**src/rtl/uart_tx_pkg.sv**
```systemverilog
// Shared types and constants for the UART transmit arbiter.
`timescale 1ns/1ps
package uart_tx_pkg;

    localparam int         BYTE_W     = 8;
    localparam logic [3:0] TAG_NIBBLE = 4'hA;

    typedef enum logic [1:0] {
        IDLE  = 2'd0,
        ARM   = 2'd1,
        DRAIN = 2'd2
    } tx_arb_state_t;

endpackage

```
**src/rtl/uart_tx_arbiter_rr_arbiter.sv**
```systemverilog
// Combinational round-robin arbiter: the winner is the first set request
// found searching upward from pointer+1, wrapping to bit 0.
`timescale 1ns/1ps
module rr_arbiter #(
    parameter int N = 4,
    localparam int PW = $clog2(N)
) (
    input  logic [N-1:0]  req,
    input  logic [PW-1:0] pointer,
    output logic [N-1:0]  grant,
    output logic          any
);

    localparam logic [N-1:0] ONE = N'(1);
    localparam logic [N-1:0] TWO = N'(2);

    logic [N-1:0] above_mask;
    logic [N-1:0] req_hi;
    logic [N-1:0] pick_src;

    // Prefer requests above the pointer; otherwise wrap and take the lowest set bit.
    always_comb begin
        above_mask = ~((TWO << pointer) - ONE);
        req_hi     = req & above_mask;
        pick_src   = (|req_hi) ? req_hi : req;
        grant      = pick_src & (~pick_src + ONE);
        any        = |req;
    end

endmodule

```
**src/rtl/uart_tx_arbiter.sv**
```systemverilog
// Shares one byte-wide UART transmitter between several word-reporting
// sources: round-robin grant, capture, then a tagged MSB-first byte stream.
//
// state | meaning
// IDLE  | sampling req; a winner is acked and its first byte written
// ARM   | write issued, waiting for tx_busy to rise (or timeout)
// DRAIN | UART busy, waiting for tx_busy to fall before the next byte
`timescale 1ns/1ps
module uart_tx_arbiter
    import uart_tx_pkg::*;
#(
    parameter int NUM_REQ     = 4,
    parameter int WORD_BYTES  = 4,
    parameter int SEND_ID     = 1,
    parameter int ARM_TIMEOUT = 4
) (
    input  logic                            clock,
    input  logic                            reset,
    input  logic [NUM_REQ-1:0]              req,
    input  logic [NUM_REQ*WORD_BYTES*8-1:0] req_word,
    output logic [NUM_REQ-1:0]              ack,
    output logic [7:0]                      tx_data,
    output logic                            tx_wr_en,
    input  logic                            tx_busy,
    output logic                            frame_active,
    output logic [15:0]                     frames_sent
);

    localparam int         PW          = $clog2(NUM_REQ);
    localparam int         WORD_W      = WORD_BYTES * BYTE_W;
    localparam logic [3:0] BYTES_TOTAL = 4'(WORD_BYTES + SEND_ID);
    localparam logic [7:0] TMO_LOAD    = 8'(ARM_TIMEOUT);

    tx_arb_state_t       state, state_next;
    logic [PW-1:0]       pointer;
    logic [NUM_REQ-1:0]  grant;
    logic                any_req;
    logic [PW-1:0]       win_idx;
    logic [WORD_W-1:0]   word_sel;
    logic [WORD_W-1:0]   shreg;
    logic [3:0]          bytes_left;
    logic [7:0]          tmo_cnt;
    logic                do_grant, do_next, do_finish, tmo_dec, byte_done;

    rr_arbiter #(.N(NUM_REQ)) u_rr (
        .req     (req),
        .pointer (pointer),
        .grant   (grant),
        .any     (any_req)
    );

    // Encode the one-hot grant and select the winner's word.
    always_comb begin
        win_idx  = '0;
        word_sel = '0;
        for (int i = 0; i < NUM_REQ; i++) begin
            if (grant[i]) begin
                win_idx  = PW'(i);
                word_sel = req_word[i*WORD_W +: WORD_W];
            end
        end
    end

    // Next-state and datapath control; an ARM timeout is treated like a busy fall.
    always_comb begin
        state_next = state;
        do_grant   = 1'b0;
        do_next    = 1'b0;
        do_finish  = 1'b0;
        tmo_dec    = 1'b0;
        byte_done  = 1'b0;
        case (state)
            IDLE: begin
                if (any_req) begin
                    do_grant   = 1'b1;
                    state_next = ARM;
                end
            end
            ARM: begin
                if (tx_busy)
                    state_next = DRAIN;
                else if (tmo_cnt == 8'd1)
                    byte_done = 1'b1;
                else
                    tmo_dec = 1'b1;
            end
            DRAIN: begin
                if (!tx_busy)
                    byte_done = 1'b1;
            end
            default: state_next = IDLE;
        endcase
        if (byte_done) begin
            if (bytes_left == 4'd1) begin
                do_finish  = 1'b1;
                state_next = IDLE;
            end else begin
                do_next    = 1'b1;
                state_next = ARM;
            end
        end
    end

    // State register.
    always_ff @(posedge clock or posedge reset) begin
        if (reset)
            state <= IDLE;
        else
            state <= state_next;
    end

    // Registered outputs, shift register, byte and timeout counters.
    always_ff @(posedge clock or posedge reset) begin
        if (reset) begin
            pointer      <= PW'(NUM_REQ - 1);
            ack          <= '0;
            tx_data      <= '0;
            tx_wr_en     <= 1'b0;
            frame_active <= 1'b0;
            frames_sent  <= '0;
            shreg        <= '0;
            bytes_left   <= '0;
            tmo_cnt      <= '0;
        end else begin
            ack      <= do_grant ? grant : '0;
            tx_wr_en <= do_grant | do_next;
            if (do_grant) begin
                pointer      <= win_idx;
                frame_active <= 1'b1;
                bytes_left   <= BYTES_TOTAL;
                tmo_cnt      <= TMO_LOAD;
                // With a tag the whole word stays queued; without one the MSB goes out now.
                if (SEND_ID != 0) begin
                    tx_data <= {TAG_NIBBLE, 4'(win_idx)};
                    shreg   <= word_sel;
                end else begin
                    tx_data <= word_sel[WORD_W-1 -: BYTE_W];
                    shreg   <= word_sel << BYTE_W;
                end
            end
            if (do_next) begin
                tx_data    <= shreg[WORD_W-1 -: BYTE_W];
                shreg      <= shreg << BYTE_W;
                bytes_left <= bytes_left - 4'd1;
                tmo_cnt    <= TMO_LOAD;
            end
            if (tmo_dec)
                tmo_cnt <= tmo_cnt - 8'd1;
            if (do_finish) begin
                frame_active <= 1'b0;
                frames_sent  <= frames_sent + 16'd1;
                bytes_left   <= '0;
            end
        end
    end

endmodule

```
**config.mk**
```make
export PLATFORM = sky130hd
export DESIGN_NAME = uart_tx_arbiter
export DESIGN_NICKNAME = d
export VERILOG_FILES = /design/src/rtl/uart_tx_pkg.sv /design/src/rtl/uart_tx_arbiter_rr_arbiter.sv /design/src/rtl/uart_tx_arbiter.sv
export SDC_FILE = /design/constraint.sdc
export NUM_CORES = 1
export LEC_CHECK = 0
export ABC_AREA = 1
export BUFFER_PORTS_ARGS = -buffer_cell sky130_fd_sc_hd__clkbuf_2
export CORE_MARGIN = 5
export CORE_UTILIZATION = 25
export DETAILED_ROUTE_END_ITERATION = 8
export PLACE_DENSITY_LB_ADDON = 0.08
export SYNTH_ARGS = -nofsm -noshare
export SYNTH_HDL_FRONTEND = slang
export SYNTH_SLANG_ARGS = --single-unit
```
**constraint.sdc**
```tcl
create_clock -name clock -period 2.7 [get_ports clock]
set_clock_uncertainty 0.1 [all_clocks]
set_input_delay 0.54 -clock clock [delete_from_list [all_inputs] [get_ports clock]]
set_output_delay 0.54 -clock clock [all_outputs]
set_load 0.03 [all_outputs]
```
==> flow_metrics.env, run 1 <==
export IMPL_outcome="finished clean"
export IMPL_area_delta_synth_final_pct=27.42
export IMPL_tightest_slew_ns=0.7060
export IMPL_cts_tree="built"
export IMPL_setup_viol=0
export IMPL_drt_pass1_iterations=4
export IMPL_regToRegStartpoint="pointer[1]$_DFFE_PP1P_"
export IMPL_synth_seq_area_share_pct=37.50
export IMPL_via_count=5215
export IMPL_portBuffers=164
export IMPL_grt_pass1_vias=5339
export IMPL_dieArea_um2=23830
export IMPL_clockBufferDepth=2
export IMPL_grt_pass1_wl_mm=28.03
export IMPL_clk_pin_slew_ns=0.06
export IMPL_r2r_slack_ns=0.62
export IMPL_postPlaceCellArea_um2=6316
export IMPL_timing_fmax_mhz=480.6
export IMPL_syn_area_per_cell_um2=6.622
export IMPL_route_met2_wl_mm=7.323
export IMPL_cp_start_kind="flip-flop"
export IMPL_path_class="flip-flop to flip-flop"
export IMPL_cts_sinks=78
export IMPL_core_area_um2=20360
export IMPL_drv_cap=0
export IMPL_syn_area_um2=5211
export IMPL_dieHeight_um=154.4
export IMPL_initial_core_util_pct=25.59
export IMPL_reg2reg_to="shreg[7]$_DFFE_PP0P_"
export IMPL_synth_distinct_cells=36
export IMPL_clk_latency_ns=0.35
export IMPL_fin_crit_sh_pct=77.06
export IMPL_ant_nets=0
export IMPL_routed_via_density=4.282
export IMPL_drt_total_wl_mm=17.21
export IMPL_diodes=0
export IMPL_max_vdd_ir_drop_v=0.0003670
export IMPL_postLayoutCoreUtil_pct=32.61
export IMPL_cts_max_level=3
export IMPL_fin_crit_ns=2.081
export IMPL_route_met3_wl_mm=1.323
export IMPL_cp_arrival_ns=2.26
export IMPL_gp_congestion=0.7925
export IMPL_hold_viol=0
export IMPL_syn_num_nets=931
export IMPL_ios=165
export IMPL_p_leak_nw=3.644
export IMPL_highest_layer="met5"
export IMPL_drcViolationCount=0
export IMPL_fin_tns_setup_ns=0
export IMPL_post_cts_repair_setup_buffers=0
export IMPL_synth_seq_cells=78
export IMPL_slew_violations=0
export IMPL_critPathMaxFanout=29
export IMPL_wl_met1_mm=8.321
export IMPL_die_w_um=154.4
export IMPL_std_cell_rows=52
export IMPL_antenna_found_initial=1
export IMPL_grt_max_degree=57
export IMPL_critPathRequiredTime_ns=2.88
export IMPL_cts_resized_gates=0
export IMPL_worstSetupEndpointType="flip-flop"
export IMPL_overflow=0
export IMPL_synth_warnings=0
export IMPL_numCtsBuffers=9
export IMPL_relSlewSlack_pct=52.44
export IMPL_drive_gt1_share_pct=22.68
export IMPL_min_path_type="input port to asynchronous set/reset pin"
export IMPL_synthCells=787
export IMPL_grt_setup_unrepaired="no"
export IMPL_ctsRootBufferMaster="clkbuf_16"
export IMPL_dp_hpwl_mm=13.58
export IMPL_cts_hold_buf=0
export IMPL_gr_usage_all_layers_pct=14.63
export IMPL_cellPowerDensity_nw_per_um2=923.9
export IMPL_power_w=0.006135
export IMPL_rr_worst_depth=11
export IMPL_fin_nets=1087
export IMPL_avgRoutedWirePerCell_um=14.13
export IMPL_stdcell_area_um2=6640
export IMPL_drt_iter0_markers=189
==> layer usage <==
layer | GRT usage [%] | vias to the layer above
li1 | - | 2747
met1 | 20.22 | 2278
met2 | 21.80 | 169
met3 | 4.862 | 19
met4 | 4.205 | 2
met5 | 0 | -
==> cells in the final DEF, fill, tap and decap left out, types with 2 or more instances in the layout <==
cell	n
nand3_1	96
o21ai_1	3
nand3_2	2
clkbuf_2	164
inv_2	7
nand2_2	4
a21oi_1	6
nor2_1	98
nor3_1	6
nand4_1	10
dfstp_2	2
xor2_1	17
o21ai_0	44
o22ai_1	2
nand3b_1	9
buf_12	4
nor4_1	2
nand2_1	227
inv_1	120
buf_4	10
bufinv_16	2
nor2_2	2
ha_1	9
clkinv_4	3
clkinv_2	2
dfrtp_1	76
clkbuf_16	9
==> Yosys cell counts (all sizes together) <==
cell	count	area [um2]
nand2	231	874.6
inv	129	486.7
nor2	101	391.6
nand3	98	500.5
dfrtp	76	1902
o21ai	48	251.5
buf	29	197.7
xor2	17	148.9
nand4	10	62.56
ha	9	112.6
nand3b	9	67.56
a21oi	6	30.03
nor3	6	30.03
clkbuf	4	15.01
dfstp	2	52.55
nor4	2	12.51
o22ai	2	12.51
a211oi	1	7.510
a21o	1	7.510
a22oi	1	7.510
a41oi	1	8.760
nor3b	1	7.510
o21a	1	7.510
o21bai	1	7.510
xnor2	1	8.760
==> layout make-up <==
cell class / count / area (um2)
Fill cell: 2300 / 13720
Multi-Input combinational cell: 547 / 2560
Sequential cell: 78 / 1954
Timing Repair Buffer: 178 / 975.9
Inverter: 129 / 488.0
Tap cell: 270 / 337.8
Clock buffer: 9 / 225.2
Clock inverter: 7 / 98.84
==> sequential cells by signal, summed over array words and instances, names as in the netlist <==
register / cells
tmo_cnt: 8
ack: 4
bytes_left: 4
shreg: 32
tx_wr_en: 1
frames_sent: 16
pointer: 2
frame_active: 1
tx_data: 8
state: 2
==> through the flow <==
stage | instances | setup slack, ns | hold slack [ns]
2_1_floorplan | 787 | 0.06828 | 0.3492
3_3_place_gp | 1202 | 0.3366 | 0.3695
3_5_place_dp | 1202 | 0.3172 | 0.3684
4_1_cts | 1218 | 0.5741 | 0.001757
6_report | 1218 | 0.6195 | 0.003817
5_1_grt | 1218 | 0.4413 | 0.02509
==> how the worst max path moves through the flow <==
stage | startpoint | to | slack, ns | depth (start not counted)
6_report | pointer[1]$_DFFE_PP1P_ | shreg[7]$_DFFE_PP0P_ | 0.62 | 11
5_1_grt | tmo_cnt[1]$_DFFE_PP0P_ | shreg[3]$_DFFE_PP0P_ | 0.44 | 12
4_1_cts | tmo_cnt[1]$_DFFE_PP0P_ | shreg[3]$_DFFE_PP0P_ | 0.57 | 12
3_5_place_dp | req[1] | shreg[3]$_DFFE_PP0P_ | 0.32 | 10
3_3_place_gp | req[1] | shreg[3]$_DFFE_PP0P_ | 0.34 | 10
2_1_floorplan | reset | ack[0]$_DFF_PP0_ | 0.07 | 1
==> kinds of logic (layout without fill, tap and decap cells) <==
kind of cell             Yosys count  after routing  share of synthesized area [%]
adder cells (fa/ha/maj)            9              9                          2.161
AND/OR/NAND/NOR                  458            458                          37.36
XOR/XNOR                          18             18                          3.025
buffers and inverters            162            323                          13.42
AO/OA/AOI/OAI                     62             62                          6.531
flip-flops                        78             78                          37.50
==> critical path: stages, from the launching register on <==
cell and delay, ns:
dfstp_2 0.56, inv_2 0.06, nand2_1 0.09, nand4_1 0.25, inv_2 0.16, buf_4 0.30, nand2_1 0.09, nand2_1 0.07
nand2_1 0.07, nand2_1 0.06, nand3_1 0.12, nand2_1 0.07
==> power by group <==
group,switching (W),total [W],internal [W]
registers,0.000240,0.00183,0.00159
logic,0.00197,0.00295,0.000982
clock network,0.000539,0.00135,0.000814
Note: power is estimated with default switching activity, not from simulation.
==> run 2, diff against run 1 <==
==> constraint.sdc (replaced) <==
create_clock -name clock -period 1.79 [get_ports clock]
set_clock_uncertainty 0.1 [all_clocks]
set_input_delay 0.358 -clock clock [delete_from_list [all_inputs] [get_ports clock]]
set_output_delay 0.358 -clock clock [all_outputs]
set_load 0.03 [all_outputs]
==> run 2 against run 1 <==
The run now ends with setup timing left. Sequential cell count unchanged. Critical path depth did not move. Sequential power up 51%. Clock power grew 74%. Maximum frequency increased by 5.7%. Final area rose by 27%. Sequential share of layout area shrank 6.3 points. Register-to-register slack worse by 0.80 ns. Via count is 9.5% higher. Largest cell class unchanged.
==> flow_metrics.env, run 2 (synthesis gave the netlist of run 1 again) <==
export IMPL_outcome="finished with violations"
export IMPL_violations="setup timing"
export IMPL_ctsRootBufferMaster="clkbuf_16"
export IMPL_fin_crit_ns=1.969
export IMPL_critPathMaxFanout=6
export IMPL_initial_core_util_pct=25.59
export IMPL_cp_arrival_ns=2.11
export IMPL_ant_nets=0
export IMPL_layout_setup_ws_ns=-0.1793
export IMPL_clockBufferDepth=2
export IMPL_drv_cap=0
export IMPL_top_regs="shreg (32), frames_sent (16)"
export IMPL_drcViolationCount=0
export IMPL_grt_pass1_vias=5895
export IMPL_portBuffers=164
export IMPL_drt_iter0_markers=199
export IMPL_pwr_share_comb_pct=57.7
export IMPL_antenna_found_initial=0
export IMPL_postLayoutCoreUtil_pct=41.56
export IMPL_relSlewSlack_pct=60.92
export IMPL_switchingPower_w=0.005081
export IMPL_startpoint="pointer[1]$_DFFE_PP1P_"
export IMPL_final_cell_mix="nand2_1, clkbuf_2, inv_1"
export IMPL_instances_no_fill=1302
export IMPL_crit_top_cell="nand2_2"
export IMPL_overflow=0
export IMPL_die_w_um=154.4
export IMPL_drt_total_wl_mm=19.83
export IMPL_dp_hpwl_mm=13.84
export IMPL_drive_gt1_share_pct=41.09
export IMPL_cellPowerDensity_nw_per_um2=1429
export IMPL_p_leak_nw=4.498
export IMPL_diodes=0
export IMPL_gp_congestion=0.8269
export IMPL_std_cell_rows=52
export IMPL_cts_tree="built"
export IMPL_tightest_slew_ns=0.5809
export IMPL_multi_input_area_um2=3168
export IMPL_dieHeight_um=154.4
export IMPL_min_path_type="input port to flip-flop"
export IMPL_slowest_stage="dfstp_2"
export IMPL_worstSetupEndpointType="flip-flop"
export IMPL_fin_crit_sh_pct=110.0
export IMPL_clockPowerShare_pct=19.5
export IMPL_timing_fmax_mhz=507.8
export IMPL_power_w=0.01210
export IMPL_regArea_um2=1954
export IMPL_hold_viol=0
export IMPL_core_area_um2=20360
export IMPL_grt_setup_unrepaired="yes"
export IMPL_fin_nets=1171
export IMPL_dieArea_um2=23830
export IMPL_regMostFlops="shreg"
export IMPL_ios=165
export IMPL_worstHoldStart="req_word[105]"
export IMPL_largest_register_ffs=32
export IMPL_critPathRequiredTime_ns=1.93
export IMPL_final_fill_count=2107
export IMPL_cp_start_kind="flip-flop"
export IMPL_setup_viol=52
export IMPL_cts_sinks=78
export IMPL_via_count=5709
export IMPL_numCtsBuffers=9
export IMPL_cp_cell_sequence="inv_4, nand2_4, nand4_1, inv_2, nor2_4, nand2_8, buf_8, buf_16, nand3_2, nand2_2, nand2_2"
export IMPL_grt_pass1_wl_mm=30.52
export IMPL_pwr_share_seq_pct=22.9
export IMPL_path_class="flip-flop to flip-flop"
export IMPL_gr_usage_all_layers_pct=16.04
export IMPL_final_common_cell="nand2_1"
export IMPL_clk_latency_ns=0.34
export IMPL_cts_max_level=3
export IMPL_max_vdd_ir_drop_v=0.0004468
export IMPL_switching_share_pct=42.00
export IMPL_clk_pin_slew_ns=0.07
export IMPL_placed_cells_incl_taps=1246
export IMPL_slew_violations=0
export IMPL_drt_pass1_iterations=4
export IMPL_avgRoutedWirePerCell_um=15.23
export IMPL_grt_max_degree=55
export IMPL_area_delta_synth_final_pct=62.43
export IMPL_internal_power_w=0.007015
export IMPL_regToRegStartpoint="pointer[1]$_DFFE_PP1P_"
export IMPL_routed_via_density=4.385
export IMPL_max_stage_delay_ns=0.58
==> run 2: changes by cell type in the layout (fill, tap and decap cells not counted), sizes merged <==
cell,delta
bufinv,+2
clkbuf,+7
clkinv,-4
dlygate4sd3,+1
buf,+78
==> run 2: metrics by stage <==
stage,worst slack (ns),TNS (ns),cell area (um2),hold WS [ns]
after detailed placement,-0.2351,-6.720,6749,0.3705
after global placement,-0.2145,-6.757,6749,0.3745
after floorplan,0.02486,0,5215,0.3492
final,-0.1793,-4.888,8464,0.2295
after CTS,-0.1376,-2.885,7764,0.2153
after global routing,-0.2583,-10.19,8464,0.2405
==> run 2: worst paths after layout <==
kind,endpoint,slack (ns),depth (start not counted)
worst max-delay path,shreg[30]$_DFFE_PP0P_,-0.18,11
worst min-delay path,shreg[9]$_DFFE_PP0P_,0.23,5
worst max register to register,shreg[30]$_DFFE_PP0P_,-0.18,11
worst min register to register,shreg[3]$_DFFE_PP0P_,0.38,2
max in group asynchronous,pointer[1]$_DFFE_PP1P_,0.72,4
min in group asynchronous,shreg[31]$_DFFE_PP0P_,0.53,4
==> run 2: timing repair <==
action                                  CTS  global route
resized for setup                        77           145
setup buffers                            15            11
cloned                                    8             6
endpoints found under the hold margin    18             0
endpoints found under the setup margin   62            70
pin swaps                                14            52
hold buffers                              1             0
==> run 2: critical path: cells and delay by family (launching register included) <==
family,cells,cell delay [ns]
buffers and inverters,4,0.49
and+or+nand+nor,7,0.70
DFF,1,0.58
==> run 2: routing by layer <==
metal | up-vias | track usage [%] | part of all wire [%]
li1 | 2928 | - | -
met1 | 2561 | 20.78 | 43
met2 | 184 | 25.42 | 46
met3 | 36 | 4.973 | 7.5
met4 | 0 | 5.467 | 3.2
met5 | - | 0 | 0
==> run 2: area by class of cell <==
cell class              count  share of cell area, %
multi-input cells         547                  37.43
repair buffers            262                  24.95
flip-flops and latches     78                  23.09
inverters                 129                  6.031
well taps                 270                  3.991
clock buffers              11                  2.986
clock inverters             5                  1.523
==> run 2: power by group through the flow <==
stage	Combinational [W]	Sequential (W)	Clock [W]
after global routing	0.00773	0.00284	0.00250
after detailed placement	0.00518	0.00279	0
after CTS	0.00610	0.00276	0.00243
after global placement	0.00522	0.00278	0
final	0.00697	0.00277	0.00235
after floorplan	0.00306	0.00297	0
==> run 3, diff against run 2 <==
--- a/config.mk
+++ b/config.mk
@@ -11,6 +11,7 @@
 export CORE_UTILIZATION = 25
 export DETAILED_ROUTE_END_ITERATION = 8
 export PLACE_DENSITY_LB_ADDON = 0.08
+export REMOVE_ABC_BUFFERS = 1
 export SYNTH_ARGS = -nofsm -noshare
 export SYNTH_HDL_FRONTEND = slang
 export SYNTH_SLANG_ARGS = --single-unit
==> run 3 against run 2 <==
The flow finishes with violations (hold timing, setup timing). Utilization decreased by 2.2 points. Critical path type unchanged. Critical path depth is 1 higher. Critical endpoint is now shreg[18]$_DFFE_PP0P_. Global-route usage decreased by 0.58 points. Total power decreased by 8.3%. Sequential share of layout area up 1.3 points. Register-to-register slack better by 0.07 ns.
==> flow_metrics.env, run 3 (synthesis gave the netlist of run 1 again) <==
export IMPL_dieHeight_um=154.4
export IMPL_core_area_um2=20360
export IMPL_clk_latency_ns=0.34
export IMPL_grt_setup_unrepaired="yes"
export IMPL_p_leak_nw=4.276
export IMPL_clockBufferDepth=2
export IMPL_clk_pin_slew_ns=0.06
export IMPL_ctsRootBufferMaster="clkbuf_16"
export IMPL_grt_max_degree=79
export IMPL_fin_tns_setup_ns=-2.543
export IMPL_max_vdd_ir_drop_v=0.0004245
export IMPL_setup_viol=33
export IMPL_numCtsBuffers=9
export IMPL_layout_setup_ws_ns=-0.1109
export IMPL_hold_viol=9
export IMPL_drt_total_wl_mm=19.43
export IMPL_portBuffers=164
export IMPL_fin_crit_sh_pct=106.2
export IMPL_diodes=0
export IMPL_cts_tree="built"
export IMPL_relSlewSlack_pct=68.46
export IMPL_cp_arrival_ns=2.04
export IMPL_die_w_um=154.4
export IMPL_drt_iter0_markers=191
export IMPL_fin_nets=1175
export IMPL_critPathRequiredTime_ns=1.92
export IMPL_slew_violations=0
export IMPL_cts_sinks=78
export IMPL_routed_via_density=4.237
export IMPL_drv_cap=0
export IMPL_cts_hold_buf=0
export IMPL_overflow=0
export IMPL_via_count=5533
export IMPL_gp_congestion=0.7751
export IMPL_gr_usage_all_layers_pct=15.46
export IMPL_dp_hpwl_mm=12.97
export IMPL_critPathMaxFanout=5
export IMPL_final_cell_mix="nand2_1, clkbuf_2, inv_1"
export IMPL_path_class="flip-flop to flip-flop"
export IMPL_regMostFlops="shreg"
export IMPL_std_cell_rows=52
export IMPL_cellPowerDensity_nw_per_um2=1382
export IMPL_dieArea_um2=23830
export IMPL_largest_register_ffs=32
export IMPL_violations="hold timing, setup timing"
export IMPL_antenna_found_initial=0
export IMPL_top_regs="shreg (32), frames_sent (16)"
export IMPL_min_path_type="input port to asynchronous set/reset pin"
export IMPL_drcViolationCount=0
export IMPL_hold_slack_ns=-0.03215
export IMPL_grt_pass1_wl_mm=29.37
export IMPL_initial_core_util_pct=25.59
export IMPL_cp_start_kind="flip-flop"
export IMPL_power_w=0.01109
export IMPL_fin_crit_ns=1.901
export IMPL_grt_pass1_vias=5627
export IMPL_ant_nets=0
export IMPL_place_ws_ns=-0.2332
export IMPL_area_delta_synth_final_pct=53.97
export IMPL_drt_pass1_iterations=5
export IMPL_final_common_cell="nand2_1"
export IMPL_drive_gt1_share_pct=35.62
export IMPL_tightest_slew_ns=0.4732
export IMPL_worstSetupEndpointType="flip-flop"
export IMPL_ios=165
export IMPL_cts_max_level=3
export IMPL_outcome="finished with violations"
export IMPL_avgRoutedWirePerCell_um=14.88
export IMPL_timing_fmax_mhz=526.1
-- run 3: cell count changes in the layout (fill, tap and decap cells not counted), sizes merged --
cell | before | now
dlygate4sd3 | 1 | 0
buf | 92 | 94
inv | 128 | 127
clkbuf | 180 | 187
bufinv | 4 | 0
clkinv | 1 | 3
clkinvlp | 1 | 0
-- run 3: worst max-delay path, cell delays in order (launching register included) --
cell	delay (ns)
dfstp_2	0.57
inv_4	0.05
nand3_4	0.06
buf_12	0.10
o21ai_4	0.07
nor2_4	0.19
nand2_4	0.09
buf_8	0.15
clkbuf_16	0.15
nor2_1	0.08
nor2_1	0.04
nand2_1	0.08
nand2_1	0.05
-- run 3: area by class of cell --
type                            instances  area (um2)
Clock buffer                           15       277.8
Tap cell                              270       337.8
Timing Repair Buffer                  266        2071
Inverter                              129       505.5
Fill cell                            2181       12340
Sequential cell                        78        1954
Multi-Input combinational cell        547        2873
Clock inverter                          1       5.005
-- run 3: per-layer routing --
layer  GRT usage, %  vias to the layer above  wire length, um
li1               -                     2928                -
met5              0                        -                0
met4          4.415                        0              352
met3          3.521                       19              997
met2          26.08                      128             9474
met1          19.84                     2458             8607
-- run 3: final timing paths --
path                       cells past startpoint                    from                          to  slack, ns
min                                            3                   reset  frames_sent[1]$_DFFE_PP0P_      -0.03
min reg2reg                                    2    shreg[2]$_DFFE_PP0P_        shreg[2]$_DFFE_PP0P_       0.39
min in group clock                             5           req_word[127]       shreg[31]$_DFFE_PP0P_       0.24
max                                           12  pointer[1]$_DFFE_PP1P_       shreg[18]$_DFFE_PP0P_      -0.11
max reg2reg                                   12  pointer[1]$_DFFE_PP1P_       shreg[18]$_DFFE_PP0P_      -0.11
max in group asynchronous                      3                   reset       shreg[13]$_DFFE_PP0P_       1.23
-- run 3: through the flow --
stage	hold slack [ns]	instances	cell area (um2)	utilization (%)
after floorplan	0.3492	754	4999	-
after global placement	0.3762	1263	6849	33.63
after detailed placement	0.3739	1263	6849	33.63
after CTS	0.005414	1297	7566	37.15
after global routing	0.02906	1306	8024	39.40
final	-0.03215	1306	8024	39.40
-- run 3: timing repair --
| item | 4_1_cts | 5_1_grt |
|---|---|---|
| resized for setup | 59 | 87 |
| cloned | 7 | 8 |
| setup endpoints to repair | 51 | 75 |
| pin swaps | 15 | 25 |
| setup buffers | 15 | 1 |
-- run 3: where the power goes --
group / internal, W / switching [W]
registers: 0.00240 / 0.000373
logic: 0.00286 / 0.00367
clock network: 0.00105 / 0.000726
